[src/rtl/project_mux_ctrl_if.sv]
// Wishbone slave bus between the management SoC and the project multiplexer.
interface project_mux_ctrl_if;
    logic        wbs_stb_i;
    logic        wbs_cyc_i;
    logic        wbs_we_i;
    logic [3:0]  wbs_sel_i;
    logic [31:0] wbs_adr_i;
    logic [31:0] wbs_dat_i;
    logic        wbs_ack_o;
    logic [31:0] wbs_dat_o;

    modport master (
        output wbs_stb_i, wbs_cyc_i, wbs_we_i, wbs_sel_i, wbs_adr_i, wbs_dat_i,
        input  wbs_ack_o, wbs_dat_o
    );

    modport slave (
        input  wbs_stb_i, wbs_cyc_i, wbs_we_i, wbs_sel_i, wbs_adr_i, wbs_dat_i,
        output wbs_ack_o, wbs_dat_o
    );
endinterface

[src/rtl/project_mux_ctrl.sv]
// Routes one of NUM_PROJ projects to the shared pads, with per-project OEB words
// and an isolate / hold-in-reset / connect sequence on every switch.
module project_mux_ctrl #(
    parameter int unsigned NUM_PROJ   = 6,
    parameter int unsigned IO_W       = 38,
    parameter logic [31:0] BASE       = 32'h3000_0000,
    parameter int unsigned RST_CYCLES = 4
) (
    input  logic                     clk,
    input  logic                     reset,
    project_mux_ctrl_if.slave        wb,
    input  logic [IO_W-1:0]          io_in,
    output logic [IO_W-1:0]          io_out,
    output logic [IO_W-1:0]          io_oeb,
    input  logic [NUM_PROJ*IO_W-1:0] proj_io_out,
    output logic [NUM_PROJ*IO_W-1:0] proj_io_in,
    output logic [NUM_PROJ-1:0]      proj_reset
);
    localparam int unsigned HI_W  = IO_W - 32;
    localparam int unsigned IDX_W = (NUM_PROJ > 1) ? $clog2(NUM_PROJ) : 1;

    typedef enum logic [1:0] {
        ISOLATE   = 2'd0,
        HOLD      = 2'd1,
        CONNECTED = 2'd2,
        PARKED    = 2'd3
    } state_t;

    state_t          state;
    logic [7:0]      active;
    logic [7:0]      target;
    logic [7:0]      cnt;
    logic [15:0]     switches;
    logic            ack;
    logic            done;
    logic [7:0]      radr;
    logic [IO_W-1:0] oeb [NUM_PROJ];

    logic            valid;
    logic            in_window;
    logic [7:0]      off;
    logic            hit;
    logic            wr;
    logic            act_wr;
    logic [7:0]      new_act;
    logic            busy;
    logic [IDX_W-1:0] widx;
    logic [IDX_W-1:0] ridx;
    logic [IDX_W-1:0] tidx;
    logic [31:0]     rdata;

    function automatic logic is_oeb(input logic [7:0] o);
        return (o >= 8'h40) && (o[1:0] == 2'b00) && (32'(5'((o - 8'h40) >> 3)) < NUM_PROJ);
    endfunction

    function automatic logic [IDX_W-1:0] oeb_idx(input logic [7:0] o);
        return IDX_W'((o - 8'h40) >> 3);
    endfunction

    // Request decode; done blocks a second ack while the master keeps valid high
    always_comb begin
        valid     = wb.wbs_cyc_i & wb.wbs_stb_i;
        in_window = (wb.wbs_adr_i[31:8] == BASE[31:8]);
        off       = wb.wbs_adr_i[7:0];
        hit       = valid & in_window & ~ack & ~done;
        wr        = hit & wb.wbs_we_i;
        act_wr    = wr && (off == 8'h00) && wb.wbs_sel_i[0];
        new_act   = wb.wbs_dat_i[7:0];
        widx      = oeb_idx(off);
        ridx      = oeb_idx(radr);
        tidx      = IDX_W'(target);
        busy      = (state == ISOLATE) || (state == HOLD);
    end

    always_ff @(posedge clk) begin
        if (reset) begin
            state    <= ISOLATE;
            active   <= 8'd0;
            target   <= 8'd0;
            cnt      <= 8'(RST_CYCLES - 1);
            switches <= 16'd0;
            ack      <= 1'b0;
            done     <= 1'b0;
            radr     <= 8'd0;
            for (int p = 0; p < NUM_PROJ; p++) oeb[p] <= '1;
        end else begin
            ack  <= hit;
            done <= valid & (done | ack);
            if (hit) radr <= off;
            if (wr && is_oeb(off) && (wb.wbs_sel_i == 4'hF)) begin
                if (off[2]) oeb[widx][IO_W-1:32] <= wb.wbs_dat_i[HI_W-1:0];
                else        oeb[widx][31:0]      <= wb.wbs_dat_i;
            end
            if (act_wr) active <= new_act;

            case (state)
                ISOLATE: begin
                    cnt <= 8'(RST_CYCLES - 1);
                    if (act_wr)                       target <= new_act;
                    else if (32'(target) < NUM_PROJ)  state  <= HOLD;
                    else                              state  <= PARKED;
                end
                HOLD: begin
                    if (act_wr) begin
                        target <= new_act;
                        state  <= ISOLATE;
                    end else if (cnt == 8'd0) begin
                        state    <= CONNECTED;
                        switches <= switches + 16'd1;
                    end else begin
                        cnt <= cnt - 8'd1;
                    end
                end
                CONNECTED: begin
                    if (act_wr && (new_act != active)) begin
                        target <= new_act;
                        state  <= ISOLATE;
                    end
                end
                default: begin
                    if (act_wr) begin
                        target <= new_act;
                        state  <= ISOLATE;
                    end
                end
            endcase
        end
    end

    // Read data comes from the offset latched with the request and the post-edge state
    always_comb begin
        rdata = 32'd0;
        case (radr)
            8'h00:   rdata = {24'd0, active};
            8'h04:   rdata = {16'd0, target, 5'd0, state, busy};
            8'h08:   rdata = {16'd0, switches};
            default: begin
                if (is_oeb(radr))
                    rdata = radr[2] ? 32'(oeb[ridx][IO_W-1:32]) : oeb[ridx][31:0];
            end
        endcase
    end

    assign wb.wbs_ack_o = ack;
    assign wb.wbs_dat_o = ack ? rdata : 32'd0;

    // Pad routing: only a connected, in-range target sees the pads
    always_comb begin
        io_out     = '0;
        io_oeb     = '1;
        proj_io_in = '0;
        if ((state == CONNECTED) && (32'(target) < NUM_PROJ)) begin
            io_out = proj_io_out[int'(tidx)*IO_W +: IO_W];
            io_oeb = oeb[tidx];
            proj_io_in[int'(tidx)*IO_W +: IO_W] = io_in;
        end
    end

    always_comb begin
        proj_reset = '0;
        for (int i = 0; i < NUM_PROJ; i++)
            proj_reset[i] = reset | ((state == HOLD) && (target == 8'(i)));
    end
endmodule

[src/flat_wrapper.sv]
// flat-port wrapper written by rule: the top's interface ports become plain ports
module project_mux_ctrl_flat 
#(
    parameter int unsigned NUM_PROJ   = 6,
    parameter int unsigned IO_W       = 38,
    parameter logic [31:0] BASE       = 32'h3000_0000,
    parameter int unsigned RST_CYCLES = 4
)
  (clk, reset, io_in, io_out, io_oeb, proj_io_out, proj_io_in, proj_reset, wb_wbs_stb_i, wb_wbs_cyc_i, wb_wbs_we_i, wb_wbs_sel_i, wb_wbs_adr_i, wb_wbs_dat_i, wb_wbs_ack_o, wb_wbs_dat_o);
  project_mux_ctrl_if wb_i ();
  input  logic clk;
  input  logic reset;
  input  logic [IO_W-1:0] io_in;
  output logic [IO_W-1:0] io_out;
  output logic [IO_W-1:0] io_oeb;
  input  logic [NUM_PROJ*IO_W-1:0] proj_io_out;
  output logic [NUM_PROJ*IO_W-1:0] proj_io_in;
  output logic [NUM_PROJ-1:0] proj_reset;
  input wire logic [$bits(wb_i.wbs_stb_i)-1:0] wb_wbs_stb_i;
  input wire logic [$bits(wb_i.wbs_cyc_i)-1:0] wb_wbs_cyc_i;
  input wire logic [$bits(wb_i.wbs_we_i)-1:0] wb_wbs_we_i;
  input wire logic [$bits(wb_i.wbs_sel_i)-1:0] wb_wbs_sel_i;
  input wire logic [$bits(wb_i.wbs_adr_i)-1:0] wb_wbs_adr_i;
  input wire logic [$bits(wb_i.wbs_dat_i)-1:0] wb_wbs_dat_i;
  output wire logic [$bits(wb_i.wbs_ack_o)-1:0] wb_wbs_ack_o;
  output wire logic [$bits(wb_i.wbs_dat_o)-1:0] wb_wbs_dat_o;
  assign wb_i.wbs_stb_i = wb_wbs_stb_i;
  assign wb_i.wbs_cyc_i = wb_wbs_cyc_i;
  assign wb_i.wbs_we_i = wb_wbs_we_i;
  assign wb_i.wbs_sel_i = wb_wbs_sel_i;
  assign wb_i.wbs_adr_i = wb_wbs_adr_i;
  assign wb_i.wbs_dat_i = wb_wbs_dat_i;
  assign wb_wbs_ack_o = wb_i.wbs_ack_o;
  assign wb_wbs_dat_o = wb_i.wbs_dat_o;
  project_mux_ctrl #(.NUM_PROJ(NUM_PROJ), .IO_W(IO_W), .BASE(BASE), .RST_CYCLES(RST_CYCLES)) u_core (.clk(clk), .reset(reset), .wb(wb_i), .io_in(io_in), .io_out(io_out), .io_oeb(io_oeb), .proj_io_out(proj_io_out), .proj_io_in(proj_io_in), .proj_reset(proj_reset));
endmodule
[config.mk]
export PLATFORM = sky130hd
export DESIGN_NAME = project_mux_ctrl_flat
export DESIGN_NICKNAME = d
export VERILOG_FILES = /design/src/rtl/project_mux_ctrl_if.sv /design/src/rtl/project_mux_ctrl.sv /design/src/flat_wrapper.sv
export SDC_FILE = /design/constraint.sdc
export NUM_CORES = 1
export LEC_CHECK = 0
export CORE_AREA = 2 2 263 265
export DETAILED_ROUTE_END_ITERATION = 10
export DIE_AREA = 0 0 265 267
export HOLD_SLACK_MARGIN = 0.06
export PLACE_DENSITY = 0.69
export RECOVER_POWER = 50
export SLEW_MARGIN = 20
export SYNTH_ARGS = -nofsm -noshare
export SYNTH_HDL_FRONTEND = slang
export SYNTH_SLANG_ARGS = --single-unit
[constraint.sdc]
create_clock -name clk -period 4.8 [get_ports clk]
set_clock_uncertainty 0.15 [all_clocks]
set_input_delay 0.96 -clock clk [delete_from_list [all_inputs] [get_ports clk]]
set_output_delay 0.96 -clock clk [all_outputs]
set_load 0.1 [all_outputs]
Word level (Yosys, flattened, before mapping)
Memory sizes are Yosys's and may differ from the RTL's. A register that Yosys moved wholly into a read port is not among the register bits. Index checks and enable logic that the tools add are counted. Widths: inputs -> output; s select.

Flip-flop bits (word level): 52. RAM bits: 228. Output and inout bits: 343. Memories: 1.

Memory list: u_core.oeb (words 6, bits a word 38, rd ports 2, clocked after Yosys merged registers in 1, write ports 6, line project_mux_ctrl.sv:37) `logic [IO_W-1:0] oeb [NUM_PROJ];`.

$add $sub $neg: 5. Multiply operators: 1. Magnitude comparators: 5. Eq/ne operators: 17. Shift operators: 3. Multiplexer cells: 35. Bitwise gates (word level): 17. Reduce and logical (&&, ||, !) cells: 32.

Operator list (number): $and 228x228->228 (1); $mux 228 (1); $shift 38x34->228 const A (1); $shiftx 228x10->38 (1); $shiftx 38x34->228 (1); $mux 38 (3); $mux 32 (3); $pmux 32 s3 (1); $mux 8 (5); $reduce_or 38->1 (1); $neg 9->34 (1); $logic_not 8->1 (4); $eq 24x22->1 const B (1); $eq 8x3->1 const B (3); $add 16x1->16 const B (1); $eq 8x2->1 const B (2); $ge 8x7->1 const B (2); $logic_and 1x1->1 (16); $pmux 8 s2 (1); $sub 8x7->8 const B (2); $mux 2 (7); $lt 5x3->1 const B (2); $mux 1 (10); $mux 3 (3); other kinds (23) (42).

Logic depth before layout (Yosys ltp)
Gate-level depths: netlist (run 1).

Word-level depth: 12. Depth in mapped cells: 19.

Least setup slack after synthesis (run 1)
OpenSTA, ideal clock, no wires.

Path type: reg-to-output. From: register u_core.target[1]. To: output proj_io_in[24]. Arrival: 8.347 ns. Data required time: 3.690 ns. Setup slack: -4.657 ns. Cell stages (with the launch flop): 18. Buffers on the path: 4. Cells stage by stage: dfxtp_1 buf_2 clkbuf_1 inv_1 ha_1 inv_1 ha_1 ha_1 buf_2 nor3_2 nand2_1 nor2_1 ha_1 clkbuf_1 nand3b_1 nor2_1 a31oi_1 a2111oi_0.

Cells in the longest elaborated chain, start to end: 5. Elaborated cells on any way between the ends: 8.

RTL lines: start, declared (line project_mux_ctrl.sv:31) `logic [7:0] target;`; start signal, assigned (line project_mux_ctrl.sv:99) `if (act_wr) target <= new_act;`; start signal, assigned (line project_mux_ctrl.sv:105) `target <= new_act;`; start signal, assigned (line project_mux_ctrl.sv:116) `target <= new_act;`; $mul 3x5->8 (line project_mux_ctrl.sv:155) `proj_io_in[int'(tidx)*IO_W +: IO_W] = io_in;`; $neg 9->34 (line project_mux_ctrl.sv:155); $shiftx 38x34->228 or $shift 38x34->228 (tied branches) (line project_mux_ctrl.sv:155); $and 228x228->228 (no line); $mux 228 * (line project_mux_ctrl.sv:152) `if ((state == CONNECTED) && (32'(target) < NUM_PROJ)) begin`; end, declared (line flat_wrapper.sv:17) `output logic [NUM_PROJ*IO_W-1:0] proj_io_in;`.

Every way passes the cells marked *; elsewhere a longest branch is shown, timed or not.

Final worst setup path (run 1)
From: register u_core.target[1]. To: output proj_io_in[132].

The elaborated chain is that of the path after synthesis.

==> impl_metrics.json, run 1 <==
{
  "status": "finished with violations",
  "violations": "capacitance limit, slew limit, setup timing",
  "hold_path.class": "flip-flop to flip-flop",
  "yosys.area.top_type": "edfxtp_1",
  "critPathRequiredTime_ns": 3.69,
  "fmax_mhz": 188.1,
  "wire_per_inst_um": 32.62,
  "start_util": 0.3962,
  "power_density_mw_per_mm2": 191.4,
  "worst_pin_slew_ns": 1.961,
  "synth_edf_count": 304,
  "cts_buffers": 36,
  "async_reset_ff_frac": 0,
  "synth_sequential_area_ratio": 0.3798,
  "cellLeakagePower_nw": 17.67,
  "pin_count": 682,
  "drv_cap": 2,
  "die_w_um": 265,
  "p_total_mw": 9.678,
  "drtAntennaViolNets": 0,
  "r2r_cells": 8,
  "grt_pass1_wl_um": 220900,
  "drt_pass1_iterations": 6,
  "hold_path.startpoint": "u_core.radr[0]",
  "syn-cell-area_mm2": 0.02694,
  "timing.rr.start": "u_core.wb.wbs_ack_o",
  "hold_viol": 0,
  "cts_tree": "yes",
  "synthTopCellsByArea": "edfxtp_1 34%, mux4_2 12%, nor2_1 6.3%, mux2i_1 6.1%, nand2_1 4.5%",
  "period_share": 1.108,
  "synth_cells": 2819,
  "grt_pass1_vias": 29900,
  "crit_type": "flip-flop to primary output",
  "worst_ep_arrival_time_ns": 4.21,
  "num_rows": 96,
  "slew_violations": 49,
  "startpoint": "u_core.target[1]",
  "internal_power_mw": 6.073,
  "core_mm2": 0.06799,
  "final_area_mm2": 0.05057,
  "clockPowerShare": 0.282,
  "first_iter_violations": 4164,
  "overflow": 0,
  "final_nets": 4446,
  "track_usage": 0.4323,
  "routed_wl_um": 164100,
  "synth_cell_types": 93,
  "slew_headroom": -0.3074,
  "switching_share": 0.3725,
  "grt_max_degree": 120,
  "syn_to_final_growth_pct": 87.74,
  "antenna_found_initial": 36,
  "die-area_mm2": 0.07076,
  "synth-seq-cells": 359,
  "die_h_um": 267,
  "finish.utilization": 0.7438,
  "period_needed_ns": 5.318,
  "p_switching_mw": 3.605,
  "dp_hpwl_um": 118900,
  "vias": 32060,
  "viasPerCell": 6.375,
  "combinationalPowerShare": 0.347,
  "start_kind": "flip-flop",
  "synthFlopType": "edfxtp_1",
  "ff2ff_setup_slack_ns": 0.61,
  "insertion_delay_ns": 0.57,
  "htree_levels": 2,
  "sequentialPowerShare": 0.371,
  "r2r_end": "u_core.oeb[3][26]",
  "drive_above_1_share": 0.4818,
  "clock_path_buffers": 3,
  "io_buffers": 681,
  "routabilityCongestion": 1.103,
  "postLayoutSetupSlackWorst_ns": -0.5175,
  "yosys_warnings": 0,
  "crit_fanout": 7,
  "ir_drop_mv": 0.3400,
  "max_stage_delay_ns": 0.46,
  "netlist.area_leader.share": 0.3389,
  "numClockSinks": 359,
  "end_kind": "primary output",
  "syn_area_per_cell_um2": 9.555,
  "place_area_mm2": 0.04234,
  "rsz0062_at_grt": "yes",
  "setup_viol": 226,
  "clockRootBuffer": "clkbuf_16",
  "crit_path_top_delay_cell": "o32a_1",
  "clkTransAtPathRegs_ns": 0.07,
  "drc": 0,
  "crit_path_cell_trace": "inv_8, ha_4, inv_2, ha_4, ha_4, nor3b_4, buf_6, o21a_4, nand2_4, buf_6, buf_6, xnor2_4, buf_12, buf_12, nand2_2, o32a_1, a21oi_4, buf_12",
  "num-fill-cells": 4522,
  "crit_end": "proj_io_in[132]"
}
-- registers in the layout (all words and copies together), names as in the netlist, named ones only --
| register | flops |
|---|---|
| u_core.radr | 8 |
| u_core.active | 8 |
| u_core.switches | 16 |
| u_core.oeb | 304 |
| u_core.target | 8 |
| u_core.done | 1 |
| u_core.cnt | 8 |
| u_core.state | 2 |
| u_core.wb.wbs_ack_o | 1 |
-- metrics by stage --
stage / setup WS (ns) / setup TNS, ns / hold WS, ns / instances
floorplan: -0.4071 / -4.420 / 0.2992 / 2894
global placement: -0.2242 / -0.6851 / 0.3085 / 4616
detailed placement: -0.2115 / -1.250 / 0.3174 / 4616
CTS: -0.2763 / -22.06 / 0.3257 / 4873
global route: -0.5338 / -65.99 / 0.3445 / 5025
finish: -0.5175 / -54.06 / 0.3215 / 5029
-- synth_stat cells, drive strengths merged (22+ instances only) --
master	instances
nand2b	85
edfxtp	304
dfxtp	55
nor4	39
nand3	43
mux2i	164
and2	23
mux2	43
o22ai	63
nand2	325
clkbuf	148
a32oi	25
xor2	22
a211oi	57
nor3	84
mux4	149
o21ai	78
a22oi	81
or3	57
nor2	454
buf	99
a21oi	123
and3	24
-- how the worst min path moves through the flow --
stage                       endpoint  cells after the start
global route        u_core.active[6]                      2
detailed placement    u_core.radr[0]                      2
CTS                   u_core.radr[0]                      2
finish                u_core.radr[0]                      2
floorplan             u_core.radr[1]                      2
global placement      u_core.radr[0]                      2
-- final cells by class --
| type | count | area (um^2) | share of cell area |
|---|---|---|---|
| Timing Repair Buffer | 1403 | 16700 | 0.3302 |
| Clock inverter | 16 | 170.2 | 0.003365 |
| Antenna cell | 31 | 77.57 | 0.001534 |
| Tap cell | 882 | 1104 | 0.02182 |
| Inverter | 17 | 76.32 | 0.001509 |
| Multi-Input combinational cell | 2274 | 21240 | 0.4200 |
| Sequential cell | 359 | 10250 | 0.2028 |
| Clock buffer | 47 | 952.2 | 0.01883 |
-- repair_timing --
| action | 4_1_cts | 5_1_grt |
|---|---|---|
| cloned | 16 | 8 |
| hold buffers | 0 | 0 |
| pin swaps | 177 | 213 |
| endpoints found under the setup margin | 228 | 228 |
| buffers inserted | 192 | 141 |
| gates resized for setup | 574 | 325 |
-- layout by cell type (no fill, tap or decap), types with 17 or more instances in the layout --
| cell | Yosys | routed |
|---|---|---|
| clkbuf_1 | 148 | 20 |
| nor2_1 | 450 | 245 |
| edfxtp_1 | 304 | 304 |
| nand2_1 | 324 | 275 |
| a21oi_1 | 123 | 81 |
| conb_1 | 1 | 76 |
| a21o_1 | 20 | 19 |
| diode_2 | 0 | 31 |
| buf_12 | 0 | 339 |
| mux2_2 | 43 | 35 |
| clkdlybuf4s50_1 | 0 | 334 |
| o21ai_0 | 73 | 47 |
| and3_1 | 24 | 17 |
| nand3_1 | 43 | 28 |
| a22oi_1 | 81 | 42 |
| nor2_2 | 3 | 18 |
| xor2_1 | 22 | 21 |
| nor2_4 | 1 | 192 |
| mux2i_1 | 164 | 155 |
| or3_1 | 57 | 53 |
| a211oi_2 | 0 | 38 |
| buf_6 | 1 | 162 |
| nand2b_1 | 85 | 76 |
| buf_8 | 0 | 22 |
| mux4_2 | 149 | 149 |
| o22ai_1 | 62 | 51 |
| a22oi_2 | 0 | 39 |
| dfxtp_1 | 55 | 48 |
| nand2_4 | 0 | 23 |
| nor3_1 | 78 | 32 |
| clkbuf_16 | 0 | 44 |
| nor4_4 | 0 | 20 |
| a21oi_4 | 0 | 26 |
| nor3_4 | 0 | 46 |
| buf_4 | 10 | 508 |
-- power groups by stage --
| stage | registers (mW) | clock network (mW) | logic, mW |
|---|---|---|---|
| 3_3_place_gp | 3.64 | 0 | 3.18 |
| 5_1_grt | 3.60 | 2.84 | 3.43 |
| 6_report | 3.59 | 2.73 | 3.36 |
| 3_5_place_dp | 3.65 | 0 | 3.19 |
| 4_1_cts | 3.58 | 2.74 | 3.26 |
| 2_1_floorplan | 3.62 | 0 | 1.96 |
-- logic make-up (layout without fill, tap and decap cells) --
group,Yosys count,count (layout),share of synthesized area
other,1,107,0.0001392
muxes,356,356,0.2035
xor gates and xnor gates,37,37,0.01459
DFF,359,359,0.3798
buffers and inverters,264,1483,0.04148
adders and majority gates,16,16,0.007432
and+or+nand+nor,1208,1210,0.2079
AOI/OAI and AO/OA,578,579,0.1452
-- critical path, delay by kind of cell (launching register included) --
family / cells / cell delay (ns)
buffers and inverters: 8 / 1.03
flip-flops: 1 / 0.40
adder cells (fa/ha/maj): 3 / 0.67
AO/OA/AOI/OAI: 3 / 0.87
AND/OR/NAND/NOR: 3 / 0.41
XOR/XNOR: 1 / 0.23
-- routing by layer --
layer	vias up	part of all wire	GRT usage	wire [um]
li1	13206	-	-	-
met1	15725	0.36	0.5418	58530
met2	2529	0.45	0.6839	74110
met3	596	0.12	0.1000	19300
met4	4	0.074	0.2550	12070
met5	-	0.00035	0	57
Power figures use the tool's default switching activity.
==> inputs of run 2 (changes only) <==
--- a/config.mk
+++ b/config.mk
@@ -10,5 +10,5 @@
 export DIE_AREA = 0 0 265 267
 export HOLD_SLACK_MARGIN = 0.06
-export PLACE_DENSITY = 0.69
+export PLACE_DENSITY = 0.67
 export RECOVER_POWER = 50
 export SLEW_MARGIN = 20
==> constraint.sdc (replaced) <==
create_clock -name clk -period 5.7 [get_ports clk]
set_clock_uncertainty 0.15 [all_clocks]
set_input_delay 1.14 -clock clk [delete_from_list [all_inputs] [get_ports clk]]
set_output_delay 1.14 -clock clk [all_outputs]
set_load 0.01 [all_outputs]
==> run 2 against run 1 <==
Against the previous run: worst hold slack better by 0.0068 ns; clock-buffer cell count stayed put; combinational power is 54% lower; register-to-register slack better by 0.45 ns; sequential cell count stayed put; critical path depth is 3 lower; the run ends with capacitance limit, slew limit left; clock power is 8.1% lower; total power is 27% lower; wire length is 8.0% lower; sequential power is 16% lower; first-iteration DRC count is 22% lower; largest power group unchanged.
==> impl_metrics.json, run 2 (synthesized netlist as in run 1, its figures left out) <==
{
  "status": "finished with violations",
  "violations": "capacitance limit, slew limit",
  "slew_headroom": -0.4657,
  "grt_max_degree": 107,
  "grt_pass1_wl_um": 207700,
  "top_register": "u_core.oeb",
  "critPathRequiredTime_ns": 4.41,
  "path_buf_inv": 5,
  "pre_cts_ws_ns": -0.1886,
  "first_iter_violations": 3266,
  "max_stage_delay_ns": 0.59,
  "start_kind": "flip-flop",
  "cpLargestDelayFamily": "buffers and inverters",
  "setup_viol": 0,
  "whs_ns": 0.3283,
  "final_nets": 4056,
  "clockRootBuffer": "clkbuf_16",
  "crit_type": "flip-flop to primary output",
  "die_w_um": 265,
  "overflow": 0,
  "seq_area_mm2": 0.01025,
  "htree_levels": 2,
  "pin_count": 682,
  "vias": 28872,
  "start_util": 0.3962,
  "crit_fanout": 9,
  "cellLeakagePower_nw": 13.26,
  "routed_wl_um": 150900,
  "drc": 0,
  "worst_pin_slew_ns": 2.199,
  "cts_buffers": 37,
  "num_rows": 96,
  "end_kind": "primary output",
  "final_area_mm2": 0.03901,
  "slew_violations": 91,
  "layout_common_cells": "643 x clkdlybuf4s50_1, 428 x nor2_1, 312 x nand2_1, 304 x edfxtp_1, 287 x buf_4",
  "multiInputGateArea_mm2": 0.01671,
  "drive_above_1_share": 0.2009,
  "hold_viol": 0,
  "routabilityCongestion": 1.100,
  "crit_path_cell_trace": "inv_1, ha_1, inv_1, ha_4, ha_4, nor3b_4, buf_4, o21a_4, nand2_2, xnor2_4, buf_4, nor2_2, a32oi_1, nor2_1, clkdlybuf4s50_1",
  "combinationalPowerShare": 0.219,
  "power_density_mw_per_mm2": 181.4,
  "clockPowerShare": 0.354,
  "final_common_cell": "clkdlybuf4s50_1",
  "drt_pass1_iterations": 6,
  "clkTransAtPathRegs_ns": 0.07,
  "track_usage": 0.4114,
  "die-area_mm2": 0.07076,
  "syn_to_final_growth_pct": 44.83,
  "reg_top3": "u_core.oeb x304, u_core.switches x16",
  "fmax_mhz": 176.4,
  "place_area_mm2": 0.03647,
  "num-fill-cells": 6112,
  "rsz0062_at_grt": "yes",
  "switching_share": 0.2708,
  "clock_path_buffers": 3,
  "period_needed_ns": 5.667,
  "drv_cap": 4,
  "fin_setup_tns_ns": 0,
  "hold_path.class": "flip-flop to flip-flop",
  "drtAntennaViolNets": 0,
  "antenna_found_initial": 19,
  "period_share": 0.9943,
  "wire_per_inst_um": 32.66,
  "postLayoutSetupSlackWorst_ns": 0.03250,
  "io_buffers": 681,
  "numClockSinks": 359,
  "internal_power_mw": 5.160,
  "viasPerCell": 6.249,
  "die_h_um": 267,
  "ir_drop_mv": 0.2231,
  "cts_tree": "yes",
  "sequentialPowerShare": 0.427,
  "dp_hpwl_um": 114000,
  "crit_path_top_delay_cell": "a32oi_1",
  "core_mm2": 0.06799,
  "largest_reg_flops": 304,
  "p_switching_mw": 1.916,
  "worst_ep_arrival_time_ns": 4.38,
  "insertion_delay_ns": 0.56,
  "grt_pass1_vias": 27819
}
[run 2: cell count changes in the layout (fill, tap and decap cells not counted), sizes merged, moves of 4 or more]
cell and delta:
clkdlybuf4s50 +309, diode -22, clkbuf -4, bufinv +4, buf -726, dlymetal6s2s +18
dlygate4sd2 +13
[run 2: final cells by class]
cell class,count,area share
sequential,359,0.2628
timing repair buffer,1013,0.2463
clock buffer,47,0.02547
tap,882,0.02829
antenna,9,0.0005773
inverter,17,0.001636
multi-input combinational,2273,0.4284
clock inverter,20,0.006511
[run 2: power groups by stage]
stage	clock (mW)	combinational [mW]	sequential [mW]
detailed placement	0	1.49	3.07
CTS	2.53	1.50	3.02
finish	2.51	1.55	3.02
floorplan	0	0.578	3.05
global route	2.61	1.62	3.03
global placement	0	1.48	3.07
[run 2: stage by stage]
| step | std cells | utilization | total power [mW] |
|---|---|---|---|
| floorplan | 2894 | - | 3.629 |
| global placement | 4483 | 0.5364 | 4.551 |
| detailed placement | 4483 | 0.5364 | 4.559 |
| CTS | 4576 | 0.5632 | 7.050 |
| global route | 4612 | 0.5735 | 7.260 |
| finish | 4620 | 0.5738 | 7.077 |
[run 2: path summary, 6_finish.rpt]
check | from | end | slack, ns | cells past startpoint
setup / recovery | u_core.target[1] | proj_io_in[155] | 0.03 | 15
hold reg to reg | u_core.active[6] | u_core.active[6] | 0.33 | 2
hold / removal | u_core.active[6] | u_core.active[6] | 0.33 | 2
setup reg to reg | u_core.wb.wbs_ack_o | u_core.oeb[4][12] | 1.06 | 9
[run 2: repair_timing]
item	in CTS	in global routing
setup endpoints to repair	197	201
gates cloned	3	2
buffers inserted	23	32
gates resized for setup	103	115
hold buffers	0	0
pin swaps	16	26
[run 2: routing by layer]
layer	vias up	wire length, um	GRT usage
li1	12372	-	-
met1	14104	55540	0.5058
met2	1941	67760	0.6512
met3	429	17330	0.1205
met4	26	10110	0.2251
met5	-	161	0
[run 2: worst register-to-register path: stages, from the launching register on]
cell      delay, ns
dfxtp_1        0.54
and4bb_1       0.42
nand4_1        0.11
buf_4          0.21
nor2_1         0.13
and3_1         0.24
nor3b_1        0.25
clkbuf_1       1.23
a21o_1         0.27
clkbuf_2       0.67
